`src/rtl/counter_pkg.sv`:
```
// counter_pkg: shared mode constants and op decode type for the up/down counter
package counter_pkg;
  localparam bit CNT_WRAP = 1'b0;
  localparam bit CNT_SAT = 1'b1;
  typedef enum logic [1:0] {OP_HOLD, OP_LOAD, OP_UP, OP_DOWN} op_e;
endpackage

```
`src/rtl/updown_counter_n.sv`:
```
// updown_counter_n: WIDTH-bit up/down counter with load, programmable limit, wrap/saturate, tc pulse and sticky ovf
module updown_counter_n
  import counter_pkg::*;
#(
  parameter int WIDTH = 8,
  parameter bit SATURATE = CNT_WRAP,
  parameter logic [WIDTH-1:0] RST_VAL = '0
) (
  input  logic             clk,
  input  logic             rst,
  input  logic             ld,
  input  logic             inc,
  input  logic             dec,
  input  logic [WIDTH-1:0] data,
  input  logic [WIDTH-1:0] max,
  input  logic             clr_ovf,
  output logic [WIDTH-1:0] q,
  output logic             tc,
  output logic             ovf
);
  localparam bit SAT = (SATURATE == CNT_SAT);
  op_e              w_op;
  logic             w_evt;
  logic [WIDTH-1:0] w_q;
  logic [WIDTH-1:0] r_q;
  logic             r_tc;
  logic             r_ovf;
  always_comb begin
    w_op = ld ? OP_LOAD : (inc & ~dec) ? OP_UP : (dec & ~inc) ? OP_DOWN : OP_HOLD;
    w_evt = (w_op == OP_UP && r_q >= max) || (w_op == OP_DOWN && r_q == '0);
    // a count left above a lowered max is pulled back to max on the next down
    w_q = (w_op == OP_LOAD) ? ((data > max) ? max : data)
        : (w_op == OP_UP) ? ((r_q >= max) ? (SAT ? max : '0) : r_q + 1'b1)
        : (w_op == OP_DOWN) ? ((r_q == '0) ? (SAT ? '0 : max) : (r_q > max) ? max : r_q - 1'b1)
        : r_q;
  end
  always_ff @(posedge clk or posedge rst) begin
    if (rst) begin
      r_q <= RST_VAL;
      r_tc <= 1'b0;
      r_ovf <= 1'b0;
    end else begin
      r_q <= w_q;
      r_tc <= w_evt;
      r_ovf <= w_evt | (r_ovf & ~clr_ovf);
    end
  end
  assign q = r_q;
  assign tc = r_tc;
  assign ovf = r_ovf;
endmodule

```
`config.mk`:
```
export PLATFORM = sky130hd
export DESIGN_NAME = updown_counter_n
export DESIGN_NICKNAME = d
export VERILOG_FILES = /design/src/rtl/counter_pkg.sv /design/src/rtl/updown_counter_n.sv
export SDC_FILE = /design/constraint.sdc
export NUM_CORES = 1
export LEC_CHECK = 0
export BUFFER_PORTS_ARGS = -buffer_cell sky130_fd_sc_hd__buf_2
export CAP_MARGIN = 20
export CORE_ASPECT_RATIO = 0.8
export CORE_UTILIZATION = 25
export DETAILED_ROUTE_END_ITERATION = 6
export GPL_TIMING_DRIVEN = 0
export PLACE_DENSITY = 0.4
export REMOVE_ABC_BUFFERS = 1
export SLEW_MARGIN = 25
export SYNTH_ARGS = -nofsm -noshare
export SYNTH_HDL_FRONTEND = slang
export SYNTH_SLANG_ARGS = --single-unit
```
`constraint.sdc`:
```
create_clock -name clk -period 3.45 [get_ports clk]
set_input_delay 0.1725 -clock clk [delete_from_list [all_inputs] [get_ports clk]]
set_output_delay 0.1725 -clock clk [all_outputs]
set_load 0.005 [all_outputs]
```
# Word-level counts from Yosys, hierarchy flattened
# Index checks and enable logic that the tools add are counted.
# word_totals
wordCells,33
in_bits,22
reg_bits,10
output_inout_bits,10
# op_classes
n_lt_le_gt_ge,3
bitwise,7
addsub,2
n_mux,10
n_reduce_logical,5
n_eq_ne,3
# ops
op,count
$mux W8,7
$gt A8 B8 Y1,2
$add A8 B1 Y8 const B,1
$ge A8 B8 Y1,1
$logic_not A8 Y1,1
$sub A8 B1 Y8 const B,1
$mux W2,3
$eq A2 B2 Y1 const B,2
$and A1 B1 Y1,3
$not A1 Y1,3
$reduce_bool A3 Y1,1
$eq A2 B1 Y1 const B,1
$logic_and A1 B1 Y1,2
$logic_or A1 B1 Y1,1
$or A1 B1 Y1,1

# Longest topological paths before layout
# Gate-level depths: netlist (run 1).
# logic_depth
ltp_word,9
depth_mapped,9
ltp_nobuf,8

# Least setup slack after synthesis (run 1)
# Ideal clock, no wire load.
# synth_path
path_type,register to register
from,"register r_q[6], in the netlist q[6]"
to,"register r_q[7], in the netlist q[7]"
path_buffers,1
arrival_ns,2.047
period_less_slack_ns,2.120
required_ns,3.377
setup_ns,0.073
slack_ns,1.330
path_stages_with_launch,9
cell_sequence,dfrtp_1 -> ha_1 -> nand2_1 -> o21ai_1 -> o21ai_0 -> o211a_1 -> buf_6 -> mux2_4 -> a21oi_2
# synth_via
elab_chain_len,6
elab_cells_between_ends,11
cone_classes,2 x add/sub; 2 x order compare; 6 x mux; 1 x reduce/logical
# synth_lines
item,line_no,rtl
"start, declared",updown_counter_n.sv:25,logic [WIDTH-1:0] r_q;
"start signal, assigned",updown_counter_n.sv:43,r_q <= w_q;
$sub A8 B1 Y8 or $gt A8 B8 Y1 (tied branches),updown_counter_n.sv:34,: (w_op == OP_DOWN) ? ((r_q == '0) ? (SAT ? '0 : max) : (r_q > max) ? max : r_q - 1'b1)
$mux W8 (3 in a row),updown_counter_n.sv:34,
$mux W8 *,updown_counter_n.sv:33,: (w_op == OP_UP) ? ((r_q >= max) ? (SAT ? max : '0) : r_q + 1'b1)
$mux W8 *,updown_counter_n.sv:32,w_q = (w_op == OP_LOAD) ? ((data > max) ? max : data)
# Mark *: on every way between the ends. The rest lies on a longest branch, timed or not. The select of a mux whose other input is x is not followed.
# A chain may end at the register's enable or synchronous reset.

# Worst setup path in the final report (run 1)
# layout_path
from,"register r_q[5], in the netlist q[5]"
to,"register r_q[7], in the netlist q[7]"
# Same word-level chain as after synthesis.

==> results_dict.tcl, run 1 <==
set metrics [dict create \
    whs_path_depth 3 \
    fin_crit_sh_pct 76.2 \
    ys_seq_elements 10 \
    initial_core_util_pct 26.6 \
    hold_violations 0 \
    avgSynthCellArea_sq_um 8.45 \
    synth_top_family_by_area "compound AO/OA/AOI/OAI gates" \
    fillCellCount 598 \
    yosys.area_share.adder_pct 16.7 \
    fin_util_pct 31.6 \
    startpoint_type "register" \
    fin_skew_ps 3.08 \
    yosysWarnings 0 \
    dieArea_sq_um 6300 \
    p_leak_nw 0.853 \
    postCtsHoldBufs 1 \
    totalWireLength_mm 4.47 \
    synth-seq-area-share_pct 16.7 \
    min_to "ovf$_DFF_PP0_" \
    finalPower_uw 738 \
    fin_ws_ps 820 \
    hp-start "clr_ovf" \
    power_density_nw_per_um2 416 \
    clk_pin_slew_ps 60 \
    setup_violations 0 \
    cts_sinks 10 \
    peakVddDrop_mv 0.133 \
    grt_overflow 0 \
    firstDrtPassIters 4 \
    rsz0062_at_grt "false" \
    r2r-start "q[5]$_DFFE_PP0P_" \
    reg2reg_slack_ps 820 \
    drv_cap 0 \
    worstPathMaxFanout 10 \
    cts_made_buffers 3 \
    nNetsFinal 250 \
    coreArea_sq_um 5620 \
    cp.required_ps 3630 \
    postSynthCellCount 177 \
    vias_per_cell 5.01 \
    antennaDiodeCount 0 \
    max_freq_mhz 380 \
    tns_ps 0 \
    synth_edf_count 0 \
    drive_above_1_share_pct 27.5 \
    place_inst 280 \
    status "finished, final reports clean" \
    max_slew_margin_pct 50.8 \
    grt_pass1_wl_mm 7.12 \
    instances_no_fill 285 \
    maxSlewViolCount 0 \
    syn-cell-area_sq_um 1500 \
    cp.arrival_ps 2810 \
    period_needed_ps 2630 \
    synth_compound_area_share_pct 22.7 \
    drcViolationCount 0 \
    die_y_um 71.2 \
    row_count 24 \
    cts_setup_buffers 0 \
    tightest_slew_ps 734 \
    path_class "register to register" \
    num_vias 1429 \
    drtIter0Drc 52 \
    clock_latency_ps 240 \
    cts_root_buf "clkbuf_8" \
    die_w_um 88.5 \
    htreeDepth 1 \
    worst_r2r_endpoint "q[7]$_DFFE_PP0P_" \
    cp-end-kind "register" \
    cts_tree "yes" \
    grt_max_degree 16 \
    ctsResizeCount 0 \
    pre_cts_ws_ps 778 \
    synth_xor_area_share_pct 3.51 \
    port_buffers 31 \
    ant_nets 0 \
    hp-class "input pin to register" \
    dp_hpwl_mm 3.59 \
    yosys.area_share.simple_pct 22.5 \
    synth_top_flop_cell "dfrtp_1" \
    antenna_found_initial 0 \
    grtUsageTotal_pct 15.0 \
    area_delta_synth_final_pct 18.6 \
    reg2reg_depth 7 \
    place_congestion 0.737 \
    synth.distinct_cells 54 \
    ios 32 \
    grt_pass1_vias 1346 \
    async_flop_share_pct 100 \
    cts_max_path_buffers 2 \
    wl_per_cell_um 15.7 \
    synth_mux_area_share_pct 11.9 \
]
kinds of logic (layout without fill, tap and decap cells):
group,after synthesis,count (layout)
flip-flops,10,10
multiplexers,16,16
XOR/XNOR,6,6
AND/OR/NAND/NOR,61,61
buffers and inverters,19,49
adder cells (fa/ha/maj),20,20
AO/OA/AOI/OAI,45,45
routing by layer:
metal	track usage [%]	vias up	share of wire, %
li1	-	715	-
met5	0	-	0
met3	3.97	2	4.8
met1	22.6	676	52
met4	1.61	0	0.31
met2	21.7	36	43
placed cells by master (no fill, tap or decap), types with 2 or more instances in the layout:
master	count
a211oi_1	4
a21o_1	4
a21oi_1	8
a22oi_1	3
and3_1	2
buf_2	31
clkbuf_8	4
dfrtp_1	10
ha_1	20
inv_1	13
mux2_2	6
mux2_4	2
mux2i_1	8
nand2_1	15
nand2b_1	6
nand3_1	3
nand4_1	4
nor2_1	10
nor2b_1	3
nor3_1	4
o211a_1	2
o211ai_1	4
o21ai_0	4
o41ai_1	3
xor2_1	5
per-stage QoR:
stage / instance area, sq um / hold WS [ps]
finish: 1770 / 199
global route: 1770 / 207
CTS: 1770 / 201
detailed placement: 1710 / 205
global placement: 1710 / 208
floorplan: 1460 / 12.7
cell usage after synthesis, drive strengths merged (2+ instances only):
cell    count  area share, %
and3        3            1.3
a21o        4            2.0
o21ai       6            2.3
nand3       4            1.7
xor2        5            2.9
a21oi       9            3.3
ha         20             17
o211ai      4            2.0
mux2        8            6.5
clkbuf      2           0.50
o41ai       3            1.8
and2        2           0.84
nor3        4            1.3
dfrtp      10             17
buf         4            2.2
inv        13            3.3
mux2i       8            5.4
nand2      15            3.8
a22oi       3            1.5
or3         3            1.7
o211a       2            1.3
nor2       11            3.3
nor2b       3            1.3
o22ai       2            1.3
a211oi      4            2.0
nand2b      6            2.5
nand4       4            1.7
worst max-delay path: stages (launching register included):
cell	delay (ps)
dfrtp_1	490
ha_1	360
a21oi_1	70
o21ai_1	580
o21ai_0	190
o211a_1	370
mux2_4	380
a21oi_2	120
layout make-up:
type	count	area, sq um	share of cell area [%]
Inverter	13	48.8	2.75
Clock buffer	4	55.1	3.10
Sequential cell	10	250	14.1
Tap cell	78	97.6	5.50
Timing Repair Buffer	32	165	9.31
Multi-Input combinational cell	148	1160	65.2
report_power, final:
group	switching, mW	internal (mW)
sequential	0.0627	0.141
combinational	0.199	0.179
clock	0.0559	0.101
total	0.317	0.421
state kept, by name (all words and copies together) (netlist names):
signal and cells:
q 8, ovf 1, tc 1
worst max path at each step:
stage	start	to	slack [ps]	cells after the start
6_report	q[5]$_DFFE_PP0P_	q[7]$_DFFE_PP0P_	820	7
5_1_grt	q[5]$_DFFE_PP0P_	q[7]$_DFFE_PP0P_	640	7
4_1_cts	q[5]$_DFFE_PP0P_	q[7]$_DFFE_PP0P_	770	7
3_5_place_dp	q[5]$_DFFE_PP0P_	q[7]$_DFFE_PP0P_	780	7
3_3_place_gp	q[5]$_DFFE_PP0P_	q[7]$_DFFE_PP0P_	770	7
2_1_floorplan	q[6]$_DFFE_PP0P_	q[7]$_DFFE_PP0P_	1300	7
Note: power is estimated with default switching activity, not from simulation.
==> run 2: changes to the inputs <==
--- a/config.mk
+++ b/config.mk
@@ -5,13 +5,14 @@
 export SDC_FILE = /design/constraint.sdc
 export NUM_CORES = 1
 export LEC_CHECK = 0
+export ABC_AREA = 1
 export BUFFER_PORTS_ARGS = -buffer_cell sky130_fd_sc_hd__buf_2
 export CAP_MARGIN = 20
 export CORE_ASPECT_RATIO = 0.8
 export CORE_UTILIZATION = 25
 export DETAILED_ROUTE_END_ITERATION = 6
 export GPL_TIMING_DRIVEN = 0
-export PLACE_DENSITY = 0.4
+export PLACE_DENSITY = 0.41
 export REMOVE_ABC_BUFFERS = 1
 export SLEW_MARGIN = 25
 export SYNTH_ARGS = -nofsm -noshare
==> constraint.sdc (replaced) <==
create_clock -name clk -period 2.3 [get_ports clk]
set_input_delay 0.115 -clock clk [delete_from_list [all_inputs] [get_ports clk]]
set_output_delay 0.115 -clock clk [all_outputs]
set_load 0.005 [all_outputs]
==> run 2 against run 1 <==
Synthesized cell count grew 44%. Via count grew 17%. Routed wire length grew 6.8%. Largest power group unchanged. Sequential share of layout area shrank 1.4 points. Die area grew 13%. Total power grew 110%. Non-clock buffer count is the same. Worst hold slack lost 110 ps. Sequential cell count is the same. Clock skew shrank 1.7 ps. Clock power grew 39%.
==> results_dict.tcl, run 2 <==
set metrics [dict create \
    status "finished, final reports clean" \
    grt_pass1_wl_mm 7.72 \
    combPwrFrac_pct 62.3 \
    power_density_nw_per_um2 796 \
    hold_violations 0 \
    ant_nets 0 \
    synth.distinct_cells 29 \
    clock_latency_ps 240 \
    synth_top_flop_cell "dfrtp_1" \
    largest_register_ffs 8 \
    synth-seq-area-share_pct 14.8 \
    wl_per_cell_um 12.9 \
    place_congestion 0.779 \
    hp-class "input pin to register" \
    row_count 26 \
    drv_cap 0 \
    switching_share_pct 52.0 \
    synth_edf_count 0 \
    max_freq_mhz 504 \
    die_y_um 75.6 \
    rsz0062_at_grt "false" \
    startpoint_type "register" \
    p_leak_nw 1.03 \
    fillCellCount 735 \
    tightest_slew_ps 464 \
    totalWireLength_mm 4.77 \
    postSynthCellCount 254 \
    path_common_cell "nand2_1" \
    cts_max_path_buffers 2 \
    fin_ws_ps 316 \
    tns_ps 0 \
    post-synth-top-count-cell "nand2_1" \
    avgSynthCellArea_sq_um 6.66 \
    path_class "register to register" \
    max_slew_margin_pct 69.1 \
    dieArea_sq_um 7100 \
    fin_util_pct 30.3 \
    async_flop_share_pct 100 \
    place_inst 364 \
    cts_made_buffers 3 \
    vias_per_cell 4.55 \
    cp_slowest_cell "dfrtp_1" \
    cts_tree "yes" \
    final_common_cell "nand2_1" \
    whs_ps 86.1 \
    syn-cell-area_sq_um 1690 \
    coreArea_sq_um 6470 \
    antenna_found_initial 0 \
    die_w_um 94.0 \
    port_buffers 31 \
    synth_area_leaders "dfrtp_1 15%, ha_1 15%, nand2_1 11%" \
    slowest_delay_ps 620 \
    initial_core_util_pct 26.1 \
    grt_overflow 0 \
    nNetsFinal 328 \
    cts_setup_buffers 0 \
    p_switching_uw 814 \
    yosys.area.top_type "dfrtp_1" \
    peakVddDrop_mv 0.213 \
    drtIter0Drc 79 \
    finalPower_mw 1.56 \
    synth_top_cell_area_share_pct 14.8 \
    grtUsageTotal_pct 14.2 \
    cp_num_buf_inv 1 \
    crit_chain "ha_1 > nand2_1 > inv_2 > nand2_1 > nand2_1 > nand2_1 > nand2_2 > nand2_4 > nand2_8 > nand3_1 > nand3_1 > nand2_1 > a21oi_1" \
    ctsResizeCount 0 \
    drive_above_1_share_pct 21.8 \
    clockPowerShare_pct 14.0 \
    firstDrtPassIters 4 \
    antennaDiodeCount 0 \
    place_area_sq_um 1900 \
    ys_seq_elements 10 \
    fin_skew_ps 1.36 \
    grt_pass1_vias 1482 \
    ys_top_cells_by_count "51 x nand2_1, 32 x nor2_1, 30 x inv_1, 27 x nand3_1, 23 x a21oi_1" \
    htreeDepth 1 \
    period_needed_ps 1980 \
    instances_no_fill 369 \
    dp_hpwl_mm 4.06 \
    cp.arrival_ps 2110 \
    ios 32 \
    cts_root_buf "clkbuf_8" \
    postCtsHoldBufs 1 \
    final_cell_area_sq_um 1960 \
    cp.required_ps 2420 \
    worstPathMaxFanout 11 \
    cts_sinks 10 \
    clk_pin_slew_ps 50 \
    fin_crit_sh_pct 86.3 \
    num_vias 1678 \
    cp-end-kind "register" \
    area_delta_synth_final_pct 16.1 \
    final_cell_mix "51 x nand2_1, 32 x nor2_1, 31 x buf_2" \
    cp_top_family "simple AND/OR/NAND/NOR gates" \
    p_int_uw 750 \
    seqPwrFrac_pct 23.7 \
    pre_cts_ws_ps 302 \
    drcViolationCount 0 \
    setup_violations 0 \
    grt_max_degree 17 \
    yosysWarnings 0 \
    maxSlewViolCount 0 \
]
[run 2: changes by cell type after synthesis, moves of 6 or more]
cell / change
a21oi_1: +15
inv_1: +17
inv_2: +6
mux2_2: -6
mux2i_1: -8
nand2_1: +36
nand2b_1: -6
nand3_1: +24
nand4_1: +11
nor2_1: +22
[run 2: final timing paths]
check,from,end,slack [ps],depth (start not counted)
max,q[2]$_DFFE_PP0P_,q[4]$_DFFE_PP0P_,320,13
min reg2reg,ovf$_DFF_PP0_,ovf$_DFF_PP0_,560,2
min,clr_ovf,ovf$_DFF_PP0_,90,2
min in group asynchronous,rst,ovf$_DFF_PP0_,400,3
max in group asynchronous,rst,q[2]$_DFFE_PP0P_,1620,3
max reg2reg,q[2]$_DFFE_PP0P_,q[4]$_DFFE_PP0P_,320,13
[run 2: cells by family after synthesis]
| group | after synthesis | synth area share (%) |
|---|---|---|
| XOR/XNOR | 5 | 2.59 |
| adder cells (fa/ha/maj) | 20 | 14.8 |
| buffers and inverters | 42 | 11.6 |
| flip-flops | 10 | 14.8 |
| AO/OA/AOI/OAI | 30 | 9.32 |
| AND/OR/NAND/NOR | 147 | 46.9 |
[run 2: layer usage]
layer | vias up | global-route usage, % | share of wire, %
li1 | 906 | - | -
met1 | 731 | 20.9 | 55
met2 | 37 | 21.7 | 40
met3 | 4 | 2.79 | 4.3
met4 | 0 | 2.39 | 0.71
met5 | - | 0 | 0
[run 2: layout make-up]
| class | instances | area [sq um] | area share [%] |
|---|---|---|---|
| clock buffer | 4 | 55.1 | 2.80 |
| inverter | 37 | 144 | 7.32 |
| multi-input combinational | 202 | 1240 | 63.4 |
| sequential | 10 | 250 | 12.7 |
| tap | 84 | 105 | 5.35 |
| timing repair buffer | 32 | 165 | 8.41 |
[run 2: power by group through the flow]
| stage | sequential (mW) | combinational [mW] | clock, mW |
|---|---|---|---|
| after floorplan | 0.340 | 0.725 | 0 |
| after global placement | 0.382 | 0.986 | 0 |
| after detailed placement | 0.381 | 0.977 | 0 |
| after CTS | 0.376 | 0.983 | 0.225 |
| after global routing | 0.389 | 1.12 | 0.240 |
| final | 0.371 | 0.974 | 0.219 |
==> run 3: changes to the inputs <==
--- a/config.mk
+++ b/config.mk
@@ -12,7 +12,7 @@
 export CORE_UTILIZATION = 25
 export DETAILED_ROUTE_END_ITERATION = 6
 export GPL_TIMING_DRIVEN = 0
-export PLACE_DENSITY = 0.41
+export PLACE_DENSITY_LB_ADDON = 0.05
 export REMOVE_ABC_BUFFERS = 1
 export SLEW_MARGIN = 25
 export SYNTH_ARGS = -nofsm -noshare
==> run 3 against run 2 <==
Sequential power increased by 1%. Core utilization unchanged. Clock skew increased by 9.1 ps. Clock power increased by 6%. Die area unchanged. Largest power group unchanged.
==> results_dict.tcl, run 3 (synthesized netlist as in run 2, its figures left out) <==
set metrics [dict create \
    status "finished, final reports clean" \
    postCtsHoldBufs 1 \
    tightest_slew_ps 515 \
    hp-class "input pin to register" \
    maxSlewViolCount 0 \
    htreeDepth 1 \
    place_area_sq_um 1900 \
    grt_max_degree 17 \
    reg2reg_slack_ps 200 \
    fin_ws_ps 197 \
    clock_latency_ps 250 \
    cp.arrival_ps 2270 \
    vias_per_cell 4.54 \
    clk_pin_slew_ps 60 \
    peakVddDrop_mv 0.301 \
    tns_ps 0 \
    setup_violations 0 \
    fin_util_pct 30.3 \
    startpoint_type "register" \
    finalPower_mw 1.57 \
    fin_skew_ps 10.4 \
    port_buffers 31 \
    final_cell_mix "51 x nand2_1, 32 x nor2_1, 31 x buf_2" \
    p_leak_nw 1.03 \
    coreArea_sq_um 6470 \
    totalWireLength_mm 4.79 \
    final_common_cell "nand2_1" \
    clockPowerShare_pct 14.8 \
    die_y_um 75.6 \
    wl_per_cell_um 13.0 \
    p_int_uw 750 \
    initial_core_util_pct 26.1 \
    path_class "register to register" \
    drcViolationCount 0 \
    antennaDiodeCount 0 \
    rsz0062_at_grt "false" \
    cts_max_path_buffers 2 \
    num_vias 1675 \
    max_freq_mhz 476 \
    hold_violations 0 \
    die_w_um 94.0 \
    antenna_found_initial 0 \
    final_cell_area_sq_um 1960 \
    ant_nets 0 \
    dp_hpwl_mm 4.12 \
    cts_made_buffers 3 \
    fin_crit_sh_pct 91.4 \
    dieArea_sq_um 7100 \
    drv_cap 0 \
    grt_pass1_wl_mm 8.04 \
    drtIter0Drc 115 \
    row_count 26 \
    combPwrFrac_pct 61.3 \
    cts_setup_buffers 0 \
    ios 32 \
    grtUsageTotal_pct 14.7 \
    firstDrtPassIters 4 \
    switching_share_pct 52.3 \
    area_delta_synth_final_pct 16.1 \
    max_slew_margin_pct 65.6 \
    grt_pass1_vias 1581 \
    largest_register_ffs 8 \
    cp-end-kind "register" \
    cts_sinks 10 \
    drive_above_1_share_pct 21.8 \
    cts_root_buf "clkbuf_8" \
    place_congestion 0.750 \
    pre_cts_ws_ps 235 \
    cp.required_ps 2470 \
    power_density_nw_per_um2 800 \
    cts_tree "yes" \
    seqPwrFrac_pct 23.8 \
    worstPathMaxFanout 11 \
    period_needed_ps 2100 \
    ctsResizeCount 0 \
    nNetsFinal 328 \
    p_switching_uw 822 \
    grt_overflow 0 \
]
-- run 3: cell counts in the layout (fill, tap and decap cells not counted) --
Identical to the previous run, type by type.
-- run 3: path summary, 6_finish.rpt --
path	start	endpoint	cells after the start
worst max-delay path	q[2]$_DFFE_PP0P_	q[0]$_DFFE_PP0P_	12
worst min-delay path	clr_ovf	ovf$_DFF_PP0_	2
worst max register to register	q[2]$_DFFE_PP0P_	q[0]$_DFFE_PP0P_	12
worst min register to register	ovf$_DFF_PP0_	ovf$_DFF_PP0_	2
max in group asynchronous	rst	q[6]$_DFFE_PP0P_	3
min in group asynchronous	rst	tc$_DFF_PP0_	3
-- run 3: metal layers --
layer	part of all wire [%]	track usage (%)
met5	0	0
met1	53	21.1
met2	44	24.0
met3	2.8	2.69
met4	0.21	1.20
-- run 3: metrics by stage --
stage,std cells,hold slack [ps]
floorplan,249,-44.8
global placement,364,144
detailed placement,364,146
CTS,369,60.9
global route,369,69.0
finish,369,62.3
-- run 3: worst max-delay path, cell delays in order (launching register included) --
cell	delay [ps]
dfrtp_1	660
ha_1	330
nand2_1	70
inv_2	50
nand2_1	60
nand2_1	60
nand2_1	100
nand2_2	90
inv_2	140
nand2_1	90
a21oi_1	130
nand3_1	80
a21oi_1	170
-- run 3: cell type report --
| class | count | area (sq um) |
|---|---|---|
| Fill cell | 743 | 4510 |
| Multi-Input combinational cell | 202 | 1240 |
| Sequential cell | 10 | 250 |
| Timing Repair Buffer | 32 | 165 |
| Inverter | 37 | 144 |
| Tap cell | 84 | 105 |
| Clock buffer | 4 | 55.1 |
-- run 3: power groups by stage --
stage	Sequential, mW	Combinational [mW]	Clock [mW]
global placement	0.381	0.986	0
global route	0.393	1.12	0.247
finish	0.375	0.964	0.233
detailed placement	0.380	0.975	0
floorplan	0.340	0.725	0
CTS	0.378	0.980	0.240
